<file path="config.mk">
export PLATFORM = sky130hd
export DESIGN_NAME = fp_issue_sequencer_flat
export DESIGN_NICKNAME = d
export VERILOG_FILES = /design/src/rtl/fp_issue_sequencer_if.sv /design/src/rtl/fp_issue_sequencer.sv /design/src/flat_wrapper.sv
export SDC_FILE = /design/constraint.sdc
export NUM_CORES = 1
export LEC_CHECK = 0
export CAP_MARGIN = 20
export CELL_PAD_IN_SITES_DETAIL_PLACEMENT = 1
export CELL_PAD_IN_SITES_GLOBAL_PLACEMENT = 2
export CORE_MARGIN = 2
export CORE_UTILIZATION = 27
export DETAILED_ROUTE_END_ITERATION = 10
export GPL_ROUTABILITY_DRIVEN = 0
export GPL_TIMING_DRIVEN = 1
export PLACE_DENSITY_LB_ADDON = 0.12
export SLEW_MARGIN = 20
export SYNTH_ARGS = -nofsm -noshare
export SYNTH_HDL_FRONTEND = slang
export SYNTH_SLANG_ARGS = --single-unit
</file>
<file path="constraint.sdc">
create_clock -name clk -period 2.05 [get_ports clk]
set_input_delay 0.41 -clock clk [delete_from_list [all_inputs] [get_ports clk]]
set_output_delay 0.41 -clock clk [all_outputs]
set_load 0.02 [all_outputs]
</file>
<file path="src/rtl/fp_issue_sequencer_if.sv">
// rtl/fp_issue_sequencer_if.sv - Execute-stage FP issue / FPU hand-off signal bundle
interface fp_issue_sequencer_if;
  logic        IsFpE;
  logic [1:0]  FpOpE;
  logic        KillE;
  logic [31:0] FpuResult;
  logic [4:0]  FpuFlags;
  logic        FpuStart;
  logic [1:0]  FpuOp;
  logic        StallFp;
  logic        FpBusy;
  logic        FpResultValidM;
  logic [31:0] FpResultM;
  logic [4:0]  FpFlagsM;

  // The sequencer itself sits on the slave side.
  modport slave (
    input  IsFpE, FpOpE, KillE, FpuResult, FpuFlags,
    output FpuStart, FpuOp, StallFp, FpBusy, FpResultValidM, FpResultM, FpFlagsM
  );

  modport master (
    output IsFpE, FpOpE, KillE, FpuResult, FpuFlags,
    input  FpuStart, FpuOp, StallFp, FpBusy, FpResultValidM, FpResultM, FpFlagsM
  );
endinterface

</file>
<file path="src/rtl/fp_issue_sequencer.sv">
// rtl/fp_issue_sequencer.sv - issues FADD/FSUB/FMUL/FDIV, counts latency, stalls F/D/E, registers result for Memory
module fp_issue_sequencer #(
  parameter int LAT_ADD = 2,
  parameter int LAT_SUB = 2,
  parameter int LAT_MUL = 4,
  parameter int LAT_DIV = 16,
  parameter int CNT_W   = 5
) (
  input  logic                 clk,
  input  logic                 reset,
  fp_issue_sequencer_if.slave  bus
);

  typedef enum logic {S_IDLE, S_BUSY} state_t;

  localparam logic [CNT_W-1:0] C_ONE = CNT_W'(1);

  state_t           r_state;
  logic [CNT_W-1:0] r_cnt;
  logic [1:0]       r_op;
  logic [31:0]      r_res;
  logic [4:0]       r_flags;
  logic             r_valid;

  state_t           w_state_nxt;
  logic [CNT_W-1:0] w_cnt_nxt;
  logic [1:0]       w_op_nxt;
  logic             w_capture;
  logic             w_issue;
  logic [CNT_W-1:0] w_lat;

  function automatic logic [CNT_W-1:0] lat_of(input logic [1:0] op);
    case (op)
      2'b00:   lat_of = CNT_W'(LAT_ADD);
      2'b01:   lat_of = CNT_W'(LAT_SUB);
      2'b10:   lat_of = CNT_W'(LAT_MUL);
      default: lat_of = CNT_W'(LAT_DIV);
    endcase
  endfunction

  // Gated by reset so a held IsFpE cannot launch the unit while reset is asserted.
  assign w_issue = bus.IsFpE & ~bus.KillE & reset;
  assign w_lat   = lat_of(bus.FpOpE);

  always_ff @(posedge clk or negedge reset) begin
    if (!reset) begin
      r_state <= S_IDLE;
      r_cnt   <= '0;
      r_op    <= '0;
      r_res   <= '0;
      r_flags <= '0;
      r_valid <= 1'b0;
    end else begin
      r_state <= w_state_nxt;
      r_cnt   <= w_cnt_nxt;
      r_op    <= w_op_nxt;
      r_valid <= w_capture;
      if (w_capture) begin
        r_res   <= bus.FpuResult;
        r_flags <= bus.FpuFlags;
      end
    end
  end

  always_comb begin
    w_state_nxt = r_state;
    w_cnt_nxt   = r_cnt;
    w_op_nxt    = r_op;
    w_capture   = 1'b0;
    case (r_state)
      S_IDLE: begin
        if (w_issue) begin
          if (w_lat <= C_ONE) begin
            w_capture = 1'b1;
          end else begin
            w_state_nxt = S_BUSY;
            w_cnt_nxt   = w_lat - C_ONE;
            w_op_nxt    = bus.FpOpE;
          end
        end
      end
      S_BUSY: begin
        // A redirect beats completion: the result is dropped, never captured.
        if (bus.KillE) begin
          w_state_nxt = S_IDLE;
          w_cnt_nxt   = '0;
        end else if (r_cnt <= C_ONE) begin
          w_state_nxt = S_IDLE;
          w_cnt_nxt   = '0;
          w_capture   = 1'b1;
        end else begin
          w_cnt_nxt = r_cnt - C_ONE;
        end
      end
      default: begin
        w_state_nxt = S_IDLE;
        w_cnt_nxt   = '0;
      end
    endcase
  end

  always_comb begin
    bus.FpuStart = 1'b0;
    bus.FpuOp    = r_op;
    bus.StallFp  = 1'b0;
    bus.FpBusy   = 1'b0;
    case (r_state)
      S_IDLE: begin
        if (w_issue) begin
          bus.FpuStart = 1'b1;
          bus.FpuOp    = bus.FpOpE;
          bus.StallFp  = (w_lat > C_ONE);
        end
      end
      S_BUSY: begin
        bus.FpBusy  = 1'b1;
        bus.StallFp = ~bus.KillE & (r_cnt > C_ONE);
      end
      default: ;
    endcase
  end

  assign bus.FpResultValidM = r_valid;
  assign bus.FpResultM      = r_res;
  assign bus.FpFlagsM       = r_flags;

endmodule

</file>
<file path="src/flat_wrapper.sv">
// flat-port wrapper written by rule: the top's interface ports become plain ports
module fp_issue_sequencer_flat 
#(
  parameter int LAT_ADD = 2,
  parameter int LAT_SUB = 2,
  parameter int LAT_MUL = 4,
  parameter int LAT_DIV = 16,
  parameter int CNT_W   = 5
)
  (clk, reset, bus_IsFpE, bus_FpOpE, bus_KillE, bus_FpuResult, bus_FpuFlags, bus_FpuStart, bus_FpuOp, bus_StallFp, bus_FpBusy, bus_FpResultValidM, bus_FpResultM, bus_FpFlagsM);
  fp_issue_sequencer_if bus_i ();
  input  logic clk;
  input  logic reset;
  input wire logic [$bits(bus_i.IsFpE)-1:0] bus_IsFpE;
  input wire logic [$bits(bus_i.FpOpE)-1:0] bus_FpOpE;
  input wire logic [$bits(bus_i.KillE)-1:0] bus_KillE;
  input wire logic [$bits(bus_i.FpuResult)-1:0] bus_FpuResult;
  input wire logic [$bits(bus_i.FpuFlags)-1:0] bus_FpuFlags;
  output wire logic [$bits(bus_i.FpuStart)-1:0] bus_FpuStart;
  output wire logic [$bits(bus_i.FpuOp)-1:0] bus_FpuOp;
  output wire logic [$bits(bus_i.StallFp)-1:0] bus_StallFp;
  output wire logic [$bits(bus_i.FpBusy)-1:0] bus_FpBusy;
  output wire logic [$bits(bus_i.FpResultValidM)-1:0] bus_FpResultValidM;
  output wire logic [$bits(bus_i.FpResultM)-1:0] bus_FpResultM;
  output wire logic [$bits(bus_i.FpFlagsM)-1:0] bus_FpFlagsM;
  assign bus_i.IsFpE = bus_IsFpE;
  assign bus_i.FpOpE = bus_FpOpE;
  assign bus_i.KillE = bus_KillE;
  assign bus_i.FpuResult = bus_FpuResult;
  assign bus_i.FpuFlags = bus_FpuFlags;
  assign bus_FpuStart = bus_i.FpuStart;
  assign bus_FpuOp = bus_i.FpuOp;
  assign bus_StallFp = bus_i.StallFp;
  assign bus_FpBusy = bus_i.FpBusy;
  assign bus_FpResultValidM = bus_i.FpResultValidM;
  assign bus_FpResultM = bus_i.FpResultM;
  assign bus_FpFlagsM = bus_i.FpFlagsM;
  fp_issue_sequencer #(.LAT_ADD(LAT_ADD), .LAT_SUB(LAT_SUB), .LAT_MUL(LAT_MUL), .LAT_DIV(LAT_DIV), .CNT_W(CNT_W)) u_core (.clk(clk), .reset(reset), .bus(bus_i));
endmodule
</file>
==> impl_metrics.yaml <==
logic_synthesis:
  synth_top_family_by_area: "multiplexers"
  syn_area_per_cell_sq_um: 15.22
  muxShareOfSynthArea_pct: 26.33
  seq_area_frac_synth_pct: 56.86
  synthXorXnorAreaFrac_pct: 0.4326
  yosysWarnings: 0
  syn_inst: 133
  synth-simple-area-share_pct: 5.315
  synthAdderAreaFrac_pct: 1.854
  synthesis.nets: 179
  syn_area_sq_mm: 0.002024
  synth-compound-area-share_pct: 4.821
  ys_ff_latch: 46
  ys_types: 28
power_and_ir_drop:
  p_sw_w: 0.001512
  seqPwrFrac_pct: 35.9
  clock_power_share_pct: 12.7
  p_sw_share_pct: 34.93
  cellLeakagePower_nw: 1.396
  powerDensity_mw_per_mm2: 1362
  ir_drop_v: 0.0005882
  pwr-share-comb_pct: 51.4
  cell_internal_pwr_w: 0.002816
die:
  die_y_um: 90.59
  start_util_pct: 27.91
  chipWidth_um: 90.59
  num_rows: 31
  ioPinCount: 86
  coreArea_sq_mm: 0.007253
  dieArea_sq_mm: 0.008207
global_routing:
  antenna_found_initial: 0
  grt_pass1_vias: 1658
  grt_pass1_wl_um: 8970
  track_usage_pct: 13.76
  overflow: 0
  grt_start_max_net_pins: 48
clock_network:
  cts-root-buf: "clkbuf_8"
  hold_buffers: 0
  htree_levels: 2
  cts_sinks: 46
  numCtsBuffers: 5
  clk_pin_slew_ps: 90
  cts_tree: "done"
  clk_path_buf_depth: 2
  insertion_delay_ps: 300
worst_setup_path:
  rr_endpoint: "u_core.bus.FpResultM[6]$_DFFE_PN0P_"
  path_max_fanout: 3
  r2r_slack_ps: 120
  cp.required_ps: 1640
  cp-end-kind: "output port"
  worstPathArrival_ps: 1570
  reg2reg_depth: 7
  setup.worst_path.class: "flip-flop to output port"
  r2r-start: "u_core.r_state$_DFF_PN0_"
  cp-start-kind: "flip-flop"
flow_run:
  drv_cap: 0
drt:
  ant_nets: 0
  drt_first_iter_violations: 29
  num_vias: 1456
  routed_wl_um: 5247
  routedWlPerCell_um: 15.52
  dr.pass1.iters: 4
  drt-vias-per-instance: 4.308
  drc: 0
timing:
  setup_ws_ps: 69.01
  max_freq_ghz: 0.5048
  slew_headroom_pct: 59.33
  timing.final.crit_share_pct: 96.63
  finalHoldViolations: 0
  skew_ps: 7.399
  slew_violations: 0
  rsz0062_at_grt: "false"
  setup_violations: 0
  worst-slew-pin-transition_ps: 610.0
  post-route-min-period_ps: 1981
  hold_slack_ps: 322.0
final_layout:
  layout_common_cells: "78 x clkdlybuf4s50_1, 46 x dfrtp_1, 21 x mux2_4"
  final_common_cell: "clkdlybuf4s50_1"
  diodes: 0
  area_growth_syn_to_layout_pct: 56.92
  drive_gt1_share_pct: 32.64
  nets: 284
  fin_cells: 338
place:
  placedCellCount: 329
  portBuffers: 85
  dpl.hpwl_um: 3961
  place_ws_ps: -612.6
worst_hold_path:
  hold_class: "input port to asynchronous set/reset pin"
status:
  outcome: "completed"
[state kept, by name, indices dropped and copies added (netlist names)]
register and flops:
u_core.r_cnt 5, u_core.r_state 1, u_core.bus.FpResultValidM 1, u_core.bus.FpFlagsM 5, u_core.bus.FpResultM 32, u_core.r_op 2
[worst max path at each step]
stage                             start                                    to  slack [ps]
2_1_floorplan  u_core.r_state$_DFF_PN0_  u_core.bus.FpResultM[17]$_DFFE_PN0P_         160
3_3_place_gp                  bus_KillE                          bus_FpuOp[0]        -570
3_5_place_dp                  bus_KillE                          bus_FpuOp[1]        -610
4_1_cts        u_core.r_state$_DFF_PN0_                          bus_FpuOp[1]         0.3
5_1_grt        u_core.r_state$_DFF_PN0_                          bus_FpuOp[1]           2
6_report       u_core.r_state$_DFF_PN0_                          bus_FpuOp[1]          70
[final cells by class]
| class | count | area, sq um |
|---|---|---|
| Fill cell | 763 | 4076 |
| Inverter | 3 | 11.26 |
| Tap cell | 99 | 123.9 |
| Clock buffer | 6 | 72.57 |
| Clock inverter | 2 | 13.76 |
| Multi-Input combinational cell | 78 | 807.0 |
| Sequential cell | 46 | 1151 |
| Timing Repair Buffer | 104 | 997.2 |
[metal layers]
| metal | part of all wire, % | vias up | GRT usage [%] | wire [um] |
|---|---|---|---|---|
| li1 | - | 681 | - | - |
| met1 | 43 | 710 | 17.50 | 2281 |
| met2 | 49 | 60 | 23.01 | 2565 |
| met3 | 6.6 | 5 | 4.007 | 344 |
| met4 | 1.0 | 0 | 3.462 | 55 |
| met5 | 0 | - | 0 | 0 |
[logic make-up (layout without fill, tap and decap cells)]
group / after synthesis / count (layout)
AO/OA/AOI/OAI: 14 / 14
XOR/XNOR: 1 / 1
adder cells (fa/ha/maj): 3 / 3
buffers and inverters: 9 / 115
flip-flops: 46 / 46
multiplexers: 41 / 41
AND/OR/NAND/NOR: 19 / 19
[worst max-delay path: stages, from the launching register on]
cell      delay, ps
dfrtp_1         430
nor4bb_4        370
mux2_4          340
buf_6           130
[synthesized netlist by cell type, drive strengths merged]
master	instances	area (sq um)
nand3	1	5.000
nor4bb	1	16.27
nand2	4	20.02
o21ai	2	10.01
a41oi	1	8.760
dfrtp	46	1151
nand3b	1	7.510
nor3	2	10.01
o21bai	1	7.510
o311a	1	10.01
nor2b	1	6.260
buf	6	77.57
and3b	1	8.760
xor2	1	8.760
a211o	1	8.760
mux2	41	533.0
a21oi	3	15.01
o22ai	3	18.77
o22a	1	8.760
a21bo	1	10.01
nor3b	1	7.510
inv	3	11.26
nor2	7	26.28
ha	3	37.54
[repair_timing]
item	4_1_cts	5_1_grt
pin swaps	1	1
setup endpoints to repair	20	4
setup buffers	1	0
gates resized for setup	27	4
[through the flow]
stage          util, %  setup TNS, ps  total power [W]  instance area (sq um)
2_1_floorplan        -              0         0.002695                   2024
3_3_place_gp     42.25         -11830         0.003729                   3064
3_5_place_dp     42.25         -13770         0.003802                   3064
4_1_cts          43.63              0         0.004390                   3164
5_1_grt          43.80              0         0.004604                   3177
6_report         43.80              0         0.004328                   3177
[power by group through the flow]
stage                     Clock, W  Combinational, W  Sequential, W
after floorplan                  0          0.000681        0.00201
after global placement           0           0.00218        0.00155
after detailed placement         0           0.00223        0.00157
after CTS                 0.000587           0.00224        0.00156
after global routing      0.000631           0.00235        0.00162
final                     0.000550           0.00222        0.00155
(Power assumes the default switching activity.)
